**config.mk**
```make
export PLATFORM = sky130hd
export DESIGN_NAME = rtc_clock_alarm_flat
export DESIGN_NICKNAME = d
export VERILOG_FILES = /design/src/rtl/rtc_pkg.sv /design/src/rtl/rtc_clock_alarm_if.sv /design/src/rtl/bin2bcd_2d.sv /design/src/rtl/rtc_clock_alarm.sv /design/src/flat_wrapper.sv
export SDC_FILE = /design/constraint.sdc
export NUM_CORES = 1
export LEC_CHECK = 0
export CAP_MARGIN = 10
export CORE_MARGIN = 10
export CORE_UTILIZATION = 30
export CTS_BUF_LIST = sky130_fd_sc_hd__clkbuf_8
export DETAILED_ROUTE_END_ITERATION = 10
export HOLD_SLACK_MARGIN = 0.12
export PLACE_DENSITY_LB_ADDON = 0.1
export SLEW_MARGIN = 20
export SYNTH_ARGS = -nofsm -noshare
export SYNTH_HDL_FRONTEND = slang
export SYNTH_SLANG_ARGS = --single-unit
```
**constraint.sdc**
```tcl
create_clock -name clk -period 6.4 [get_ports clk]
set_input_delay 0.64 -clock clk [delete_from_list [all_inputs] [get_ports clk]]
set_output_delay 0.64 -clock clk [all_outputs]
set_load 0.1 [all_outputs]
```
**src/rtl/rtc_pkg.sv**
```systemverilog
// Shared field widths, limits and time helpers for the time-of-day counter.
package rtc_pkg;

    localparam int unsigned SEC_MAX = 59;
    localparam int unsigned MIN_MAX = 59;
    localparam int unsigned HR_MAX  = 23;

    localparam int unsigned HR_W  = 5;
    localparam int unsigned MIN_W = 6;
    localparam int unsigned SEC_W = 6;
    localparam int unsigned BCD_W = 4;
    localparam int unsigned BIN_W = 7;

    typedef struct packed {
        logic [HR_W-1:0]  hours;
        logic [MIN_W-1:0] minutes;
        logic [SEC_W-1:0] seconds;
    } rtc_time_t;

    function automatic logic time_valid(input rtc_time_t t);
        return (t.hours   <= HR_W'(HR_MAX))  &&
               (t.minutes <= MIN_W'(MIN_MAX)) &&
               (t.seconds <= SEC_W'(SEC_MAX));
    endfunction

    // One-second increment with seconds->minutes->hours carry and midnight wrap.
    function automatic rtc_time_t time_inc(input rtc_time_t t);
        rtc_time_t r;
        r = t;
        if (t.seconds >= SEC_W'(SEC_MAX)) begin
            r.seconds = '0;
            if (t.minutes >= MIN_W'(MIN_MAX)) begin
                r.minutes = '0;
                r.hours   = (t.hours >= HR_W'(HR_MAX)) ? '0 : t.hours + HR_W'(1);
            end else begin
                r.minutes = t.minutes + MIN_W'(1);
            end
        end else begin
            r.seconds = t.seconds + SEC_W'(1);
        end
        return r;
    endfunction

endpackage

```
**src/rtl/rtc_clock_alarm_if.sv**
```systemverilog
// Control, load, alarm and display bundle between the RTC and its users.
interface rtc_clock_alarm_if #(
    parameter int unsigned DIV_W = 32
);
    import rtc_pkg::*;

    logic [DIV_W-1:0] clock_frequency;
    logic             run;
    logic             mode_12h;
    logic             set_valid;
    logic [HR_W-1:0]  set_hours;
    logic [MIN_W-1:0] set_minutes;
    logic [SEC_W-1:0] set_seconds;
    logic             set_err;
    logic             alarm_en;
    logic [HR_W-1:0]  alarm_hours;
    logic [MIN_W-1:0] alarm_minutes;
    logic             alarm_ack;
    logic             alarm_fire;
    logic             sec_tick;
    logic [HR_W-1:0]  hours_bin;
    logic [MIN_W-1:0] minutes_bin;
    logic [SEC_W-1:0] seconds_bin;
    logic             pm;
    logic [BCD_W-1:0] sec_ones;
    logic [BCD_W-1:0] sec_tens;
    logic [BCD_W-1:0] min_ones;
    logic [BCD_W-1:0] min_tens;
    logic [BCD_W-1:0] hour_ones;
    logic [BCD_W-1:0] hour_tens;

    modport master (
        output clock_frequency, run, mode_12h,
        output set_valid, set_hours, set_minutes, set_seconds,
        output alarm_en, alarm_hours, alarm_minutes, alarm_ack,
        input  set_err, alarm_fire, sec_tick,
        input  hours_bin, minutes_bin, seconds_bin, pm,
        input  sec_ones, sec_tens, min_ones, min_tens, hour_ones, hour_tens
    );

    modport slave (
        input  clock_frequency, run, mode_12h,
        input  set_valid, set_hours, set_minutes, set_seconds,
        input  alarm_en, alarm_hours, alarm_minutes, alarm_ack,
        output set_err, alarm_fire, sec_tick,
        output hours_bin, minutes_bin, seconds_bin, pm,
        output sec_ones, sec_tens, min_ones, min_tens, hour_ones, hour_tens
    );

endinterface

```
**src/rtl/bin2bcd_2d.sv**
```systemverilog
// Two-digit binary (0-99) to BCD tens/ones converter, purely combinational.
module bin2bcd_2d
    import rtc_pkg::*;
(
    input  logic [BIN_W-1:0] bin,
    output logic [BCD_W-1:0] tens,
    output logic [BCD_W-1:0] ones
);

    always_comb begin
        tens = BCD_W'(bin / BIN_W'(10));
        ones = BCD_W'(bin % BIN_W'(10));
    end

endmodule

```
**src/rtl/rtc_clock_alarm.sv**
```systemverilog
// Time-of-day counter with programmable 1 Hz divider, time load, 12/24 h display
// and a single sticky alarm.
module rtc_clock_alarm
    import rtc_pkg::*;
#(
    parameter int unsigned DIV_W     = 32,
    parameter int unsigned ALARM_SEC = 0
) (
    input  logic             clk,
    input  logic             reset,
    rtc_clock_alarm_if.slave bus
);

    logic [DIV_W-1:0] div_q;
    logic [DIV_W-1:0] period_c;
    logic             wrap_c;
    logic             tick_c;
    logic             load_ok_c;
    logic             alarm_match_c;
    logic             alarm_fields_ok_c;
    logic             sec_tick_q;
    logic             set_err_q;
    logic             alarm_fire_q;
    logic [HR_W-1:0]  hour_disp_c;
    rtc_time_t        time_q;
    rtc_time_t        time_inc_c;
    rtc_time_t        set_time_c;
    rtc_time_t        alarm_time_c;

    // Tick and load qualification; >= lets a shrunken period wrap on the next edge.
    always_comb begin
        period_c          = (bus.clock_frequency == '0) ? DIV_W'(1) : bus.clock_frequency;
        wrap_c            = (div_q >= (period_c - DIV_W'(1)));
        tick_c            = bus.run & wrap_c;
        set_time_c        = '{hours: bus.set_hours, minutes: bus.set_minutes, seconds: bus.set_seconds};
        load_ok_c         = bus.set_valid & time_valid(set_time_c);
        time_inc_c        = time_inc(time_q);
        alarm_time_c      = '{hours: bus.alarm_hours, minutes: bus.alarm_minutes,
                              seconds: SEC_W'(ALARM_SEC)};
        alarm_fields_ok_c = time_valid(alarm_time_c);
        alarm_match_c     = tick_c & ~load_ok_c & bus.alarm_en & alarm_fields_ok_c &
                            (time_inc_c == alarm_time_c);
    end

    always_ff @(posedge clk or posedge reset) begin
        if (reset) begin
            div_q        <= '0;
            time_q       <= '0;
            sec_tick_q   <= 1'b0;
            set_err_q    <= 1'b0;
            alarm_fire_q <= 1'b0;
        end else begin
            sec_tick_q <= tick_c & ~load_ok_c;
            set_err_q  <= bus.set_valid & ~load_ok_c;

            if (load_ok_c) begin
                time_q <= set_time_c;
                div_q  <= '0;
            end else if (tick_c) begin
                time_q <= time_inc_c;
                div_q  <= '0;
            end else if (bus.run) begin
                div_q  <= div_q + DIV_W'(1);
            end

            // A fresh match beats a coincident acknowledge.
            if (alarm_match_c) begin
                alarm_fire_q <= 1'b1;
            end else if (bus.alarm_ack) begin
                alarm_fire_q <= 1'b0;
            end
        end
    end

    // 12-hour view maps 0 -> 12 and 13..23 -> 1..11 without touching stored time.
    always_comb begin
        hour_disp_c = time_q.hours;
        if (bus.mode_12h) begin
            if (time_q.hours == '0) begin
                hour_disp_c = HR_W'(12);
            end else if (time_q.hours > HR_W'(12)) begin
                hour_disp_c = time_q.hours - HR_W'(12);
            end
        end
    end

    assign bus.sec_tick    = sec_tick_q;
    assign bus.set_err     = set_err_q;
    assign bus.alarm_fire  = alarm_fire_q;
    assign bus.hours_bin   = time_q.hours;
    assign bus.minutes_bin = time_q.minutes;
    assign bus.seconds_bin = time_q.seconds;
    assign bus.pm          = (time_q.hours >= HR_W'(12));

    bin2bcd_2d u_bcd_sec (
        .bin  (BIN_W'(time_q.seconds)),
        .tens (bus.sec_tens),
        .ones (bus.sec_ones)
    );

    bin2bcd_2d u_bcd_min (
        .bin  (BIN_W'(time_q.minutes)),
        .tens (bus.min_tens),
        .ones (bus.min_ones)
    );

    bin2bcd_2d u_bcd_hour (
        .bin  (BIN_W'(hour_disp_c)),
        .tens (bus.hour_tens),
        .ones (bus.hour_ones)
    );

endmodule

```
**src/flat_wrapper.sv**
```systemverilog
// flat-port wrapper written by rule: the top's interface ports become plain ports
module rtc_clock_alarm_flat import rtc_pkg::*;
#(
    parameter int unsigned DIV_W     = 32,
    parameter int unsigned ALARM_SEC = 0
)
  (clk, reset, bus_clock_frequency, bus_run, bus_mode_12h, bus_set_valid, bus_set_hours, bus_set_minutes, bus_set_seconds, bus_alarm_en, bus_alarm_hours, bus_alarm_minutes, bus_alarm_ack, bus_set_err, bus_alarm_fire, bus_sec_tick, bus_hours_bin, bus_minutes_bin, bus_seconds_bin, bus_pm, bus_sec_ones, bus_sec_tens, bus_min_ones, bus_min_tens, bus_hour_ones, bus_hour_tens);
  rtc_clock_alarm_if #(.DIV_W(DIV_W)) bus_i ();
  input  logic clk;
  input  logic reset;
  input wire logic [$bits(bus_i.clock_frequency)-1:0] bus_clock_frequency;
  input wire logic [$bits(bus_i.run)-1:0] bus_run;
  input wire logic [$bits(bus_i.mode_12h)-1:0] bus_mode_12h;
  input wire logic [$bits(bus_i.set_valid)-1:0] bus_set_valid;
  input wire logic [$bits(bus_i.set_hours)-1:0] bus_set_hours;
  input wire logic [$bits(bus_i.set_minutes)-1:0] bus_set_minutes;
  input wire logic [$bits(bus_i.set_seconds)-1:0] bus_set_seconds;
  input wire logic [$bits(bus_i.alarm_en)-1:0] bus_alarm_en;
  input wire logic [$bits(bus_i.alarm_hours)-1:0] bus_alarm_hours;
  input wire logic [$bits(bus_i.alarm_minutes)-1:0] bus_alarm_minutes;
  input wire logic [$bits(bus_i.alarm_ack)-1:0] bus_alarm_ack;
  output wire logic [$bits(bus_i.set_err)-1:0] bus_set_err;
  output wire logic [$bits(bus_i.alarm_fire)-1:0] bus_alarm_fire;
  output wire logic [$bits(bus_i.sec_tick)-1:0] bus_sec_tick;
  output wire logic [$bits(bus_i.hours_bin)-1:0] bus_hours_bin;
  output wire logic [$bits(bus_i.minutes_bin)-1:0] bus_minutes_bin;
  output wire logic [$bits(bus_i.seconds_bin)-1:0] bus_seconds_bin;
  output wire logic [$bits(bus_i.pm)-1:0] bus_pm;
  output wire logic [$bits(bus_i.sec_ones)-1:0] bus_sec_ones;
  output wire logic [$bits(bus_i.sec_tens)-1:0] bus_sec_tens;
  output wire logic [$bits(bus_i.min_ones)-1:0] bus_min_ones;
  output wire logic [$bits(bus_i.min_tens)-1:0] bus_min_tens;
  output wire logic [$bits(bus_i.hour_ones)-1:0] bus_hour_ones;
  output wire logic [$bits(bus_i.hour_tens)-1:0] bus_hour_tens;
  assign bus_i.clock_frequency = bus_clock_frequency;
  assign bus_i.run = bus_run;
  assign bus_i.mode_12h = bus_mode_12h;
  assign bus_i.set_valid = bus_set_valid;
  assign bus_i.set_hours = bus_set_hours;
  assign bus_i.set_minutes = bus_set_minutes;
  assign bus_i.set_seconds = bus_set_seconds;
  assign bus_i.alarm_en = bus_alarm_en;
  assign bus_i.alarm_hours = bus_alarm_hours;
  assign bus_i.alarm_minutes = bus_alarm_minutes;
  assign bus_i.alarm_ack = bus_alarm_ack;
  assign bus_set_err = bus_i.set_err;
  assign bus_alarm_fire = bus_i.alarm_fire;
  assign bus_sec_tick = bus_i.sec_tick;
  assign bus_hours_bin = bus_i.hours_bin;
  assign bus_minutes_bin = bus_i.minutes_bin;
  assign bus_seconds_bin = bus_i.seconds_bin;
  assign bus_pm = bus_i.pm;
  assign bus_sec_ones = bus_i.sec_ones;
  assign bus_sec_tens = bus_i.sec_tens;
  assign bus_min_ones = bus_i.min_ones;
  assign bus_min_tens = bus_i.min_tens;
  assign bus_hour_ones = bus_i.hour_ones;
  assign bus_hour_tens = bus_i.hour_tens;
  rtc_clock_alarm #(.DIV_W(DIV_W), .ALARM_SEC(ALARM_SEC)) u_core (.clk(clk), .reset(reset), .bus(bus_i));
endmodule
```
==> key figures <==
Finish
  • Area grow syn2layout: 23.37%
  • Fillers: 1,951
  • Layout Cells excl Fill: 1,032
  • Total Nets Final: 917
  • Diodes inserted: 0
  • Share of layout cells above drive strength 1: 6.391%

Pwr
  • Clock share of power: 11.2%
  • Register share of total power: 23.5%
  • Pleak: 0.002861 µW
  • Total power: 1774 µW
  • Cell Pwr Density: 251.8 nW/µm²
  • Net Sw Frac: 57.03%
  • Int Power: 762.4 µW
  • Max IR drop VDD: 0.00009615 V
  • NetSw: 1012 µW
  • Combinational share of power: 65.3%

Die
  • IO Pins: 112
  • Die W: 158.0 µm
  • Core area: 18,710 µm²
  • # rows: 50
  • Initial Utilization: 30.54%
  • Die Height: 158.0 µm
  • Die Area: 24,960 µm²

Critical path
  • Worst Setup End Kind: flop
  • Worst Setup Start Kind: primary input
  • Cells on worst reg2reg path: 8
  • Setup CP Type: primary input to flop
  • Crit Reg-Reg Startpoint: u_core.bus.seconds_bin[1]$_DFFE_PP0P_
  • Internal reg-to-reg setup slack: 3460 ps
  • Terminus of the critical flop-to-flop path: u_core.bus.alarm_fire$_DFFE_PP0P_
  • Req. time, crit path: 6640 ps
  • Worst EP arrival: 5750 ps
  • CP Max Fanout: 30

Synth
  • Area contributors post-synth: dfrtp_1, ha_1, xnor2_1, nor2_1, xor2_1
  • FFs w/ async S/R, synth: 100.0%
  • Post-synth EDFFs: 0
  • Post-synthesis cell type count: 83
  • Post-Syn Instances: 714
  • Yosys warnings: 0
  • Syn Area/Cell: 8.001 µm²
  • Synthesized area: 5713 µm²
  • Synth Area in Adders: 11.78%
  • Post-synthesis sequential area ratio: 22.78%
  • Seq cells post-synth: 52
  • Combinational family with the most area after synthesis: simple AND/OR/NAND/NOR gates
  • Post-synth top area cell: dfrtp_1
  • Post-Synth XOR/XNOR Area: 10.42%
  • Post-synthesis simple-gate area fraction: 27.53%
  • Synth Flop Type: dfrtp_1
  • Synth top area share: 22.78%
  • Post-synthesis mux area share: 3.022%
  • Compound-Gate Fraction of Synth Area: 19.16%

Clock network
  • CTS tree: built
  • # clock sinks: 52
  • Hold_buf cts: 0
  • Root Driver: clkbuf_8
  • Clk buf depth: 2
  • CTS resizes: 0
  • Post-CTS setup buffer count: 0
  • Htree depth: 2
  • Worst skew pair latency: 310 ps
  • CTS buffer count: 5
  • Clock transition at path regs: 100 ps

Routing
  • Met3 WL: 858 µm
  • DR vias/cell: 5.301
  • Initial DRT Pass Iterations: 7
  • DR DRC count: 0
  • Initial DRC count: 242
  • Mean routed wirelength per cell: 16.40 µm
  • Top sig layer: met4
  • Via count: 5,471
  • Metal2 WL: 8.169 mm
  • Wl on met1: 7.711 mm
  • Final WL: 16.92 mm
  • ANT nets after route: 0

STA
  • RSZ-0062 raised after global routing: false
  • # setup viols final: 0
  • Slew Viols, Final: 0
  • Setup tns final: 0 ps
  • Tmin final: 5510 ps
  • Worst-margin pin slew: 998.2 ps
  • Final clock skew: 11.71 ps
  • Tcrit/Tclk final: 86.10%
  • Final WS setup: 889.7 ps
  • Rel. slew slack: 33.24%
  • Final hold violations: 0
  • F_max: 181.5 MHz

Global route
  • Pin count of the biggest net entering global routing: 53
  • Grt ovf: 0
  • Vias in the first global route: 5,432
  • Total track usage: 13.58%
  • First-pass GRT wire length: 28.06 mm
  • Initial antenna violation count: 0

Placed design
  • Routability cong.: 0.8592
  • Placed cells: 1,024
  • Final HPWL from detailed placement: 13.64 mm
  • Port bufs: 107
  • Post-Place Worst Slack: 495.3 ps

Hold path
  • Tightest Hold Check Type: flop to flop
  • Hold_sp: u_core.bus.alarm_fire$_DFFE_PP0P_
  • Hold endpoint: u_core.bus.alarm_fire$_DFFE_PP0P_
  • Hold Path Stages: 2

Run
  • Maxcap violations: 0

Outcome
  • Status: finished clean
sequential cells by signal (all words and copies together), names as in the netlist:
register                cells
u_core.bus.sec_tick         1
u_core.bus.hours_bin        5
u_core.bus.minutes_bin      6
u_core.div_q               32
u_core.bus.set_err          1
u_core.bus.alarm_fire       1
u_core.bus.seconds_bin      6
synth_stat cells (all sizes together) (3+ instances only):
cell type  number
a311oi          3
and3            9
o2111ai         4
o2111a          3
or3            11
buf            20
inv            25
a21boi          5
a31oi          15
nand4          16
o21ai          45
a21oi          24
clkbuf         19
nor4            6
nand2b         12
xor2           30
a211oi          8
nand3          37
xnor2          38
o22ai           5
and2            5
o211a           3
o221ai          3
ha             53
and4            9
nor2           88
a221oi          6
o31ai           6
dfrtp          52
nor3           18
mux2i          15
nand3b          3
nor2b           9
or4             5
o211ai          5
nand2          60
placed cells by master (no fill, tap or decap), drive strengths merged, types with 3 or more instances in the layout:
cell,count
o22ai,5
or4,5
o2111a,3
o2111ai,4
dfrtp,52
conb,4
nand3,37
a31oi,15
o21ai,45
xnor2,38
and2,5
o211a,3
o31ai,6
and3,9
nor3,18
buf,9
nand2,60
ha,53
mux2i,15
clkdlybuf4s50,103
a21oi,24
xor2,30
nor4,6
and4,9
inv,26
o221ai,3
clkbuf,6
a211oi,8
o211ai,5
nand3b,3
a311oi,3
nand2b,12
or3,11
nand4,16
a221oi,6
nor2,88
a21boi,5
nor2b,9
area by class of cell:
| type | instances | area [µm²] | area share (%) |
|---|---|---|---|
| Inverter | 27 | 101.3 | 1.438 |
| Clock inverter | 2 | 11.26 | 0.1598 |
| Tap cell | 234 | 292.8 | 4.154 |
| Timing Repair Buffer | 112 | 1099 | 15.59 |
| Clock buffer | 6 | 82.58 | 1.172 |
| Sequential cell | 52 | 1301 | 18.46 |
| Multi-Input combinational cell | 599 | 4160 | 59.03 |
cell families (layout without fill, tap and decap cells):
kind of cell | Yosys count | count (layout)
other | 1 | 4
xor gates and xnor gates | 68 | 68
muxes | 17 | 17
DFF | 52 | 52
AOI/OAI and AO/OA | 157 | 157
buffers and inverters | 66 | 147
and+or+nand+nor | 299 | 299
adders and majority gates | 54 | 54
how the worst max path moves through the flow:
| stage | cells after the start | slack [ps] | from | to |
|---|---|---|---|---|
| after floorplan | 11 | -410 | u_core.bus.minutes_bin[5]$_DFFE_PP0P_ | bus_min_ones[2] |
| final | 20 | 890 | bus_clock_frequency[23] | u_core.bus.seconds_bin[2]$_DFFE_PP0P_ |
| after global routing | 20 | 520 | bus_clock_frequency[23] | u_core.bus.seconds_bin[2]$_DFFE_PP0P_ |
| after CTS | 20 | 820 | bus_clock_frequency[23] | u_core.bus.seconds_bin[2]$_DFFE_PP0P_ |
| after global placement | 20 | 620 | bus_clock_frequency[23] | u_core.bus.seconds_bin[2]$_DFFE_PP0P_ |
| after detailed placement | 20 | 500 | bus_clock_frequency[23] | u_core.bus.seconds_bin[2]$_DFFE_PP0P_ |
worst max-delay path, cell delays in order:
cell,delay [ps]
clkdlybuf4s50_1,550
or4_4,630
nor4b_2,270
nand4_1,210
nor2_1,230
a21oi_1,140
ha_1,270
nand3_1,300
or3_4,240
nor3_2,50
xnor2_1,130
ha_1,310
nand4_1,150
nor2_1,240
nand2_1,80
o22ai_1,160
a41oi_2,70
buf_4,280
or4b_2,630
a31oi_1,170
power groups by stage:
stage               registers, µW  logic, µW  clock network, µW
global route                  426       1230                221
floorplan                     502        808                  0
CTS                           417       1170                209
detailed placement            424       1160                  0
finish                        417       1160                198
global placement              423       1160                  0
layer usage:
metal  vias up  GRT usage (%)
li1       2749              -
met1      2592          17.65
met2       118          23.24
met3        12          2.171
met4         0          2.647
met5         -              0
per-stage QoR:
step / cell area [µm²] / hold slack, ps / util, %
global route: 7048 / 548.6 / 37.68
floorplan: 5753 / 516.2 / -
CTS: 7048 / 523.4 / 37.68
finish: 7048 / 513.8 / 37.68
global placement: 6954 / 501.3 / 37.18
detailed placement: 6954 / 500.2 / 37.18
Note: power is estimated with default switching activity, not from simulation.
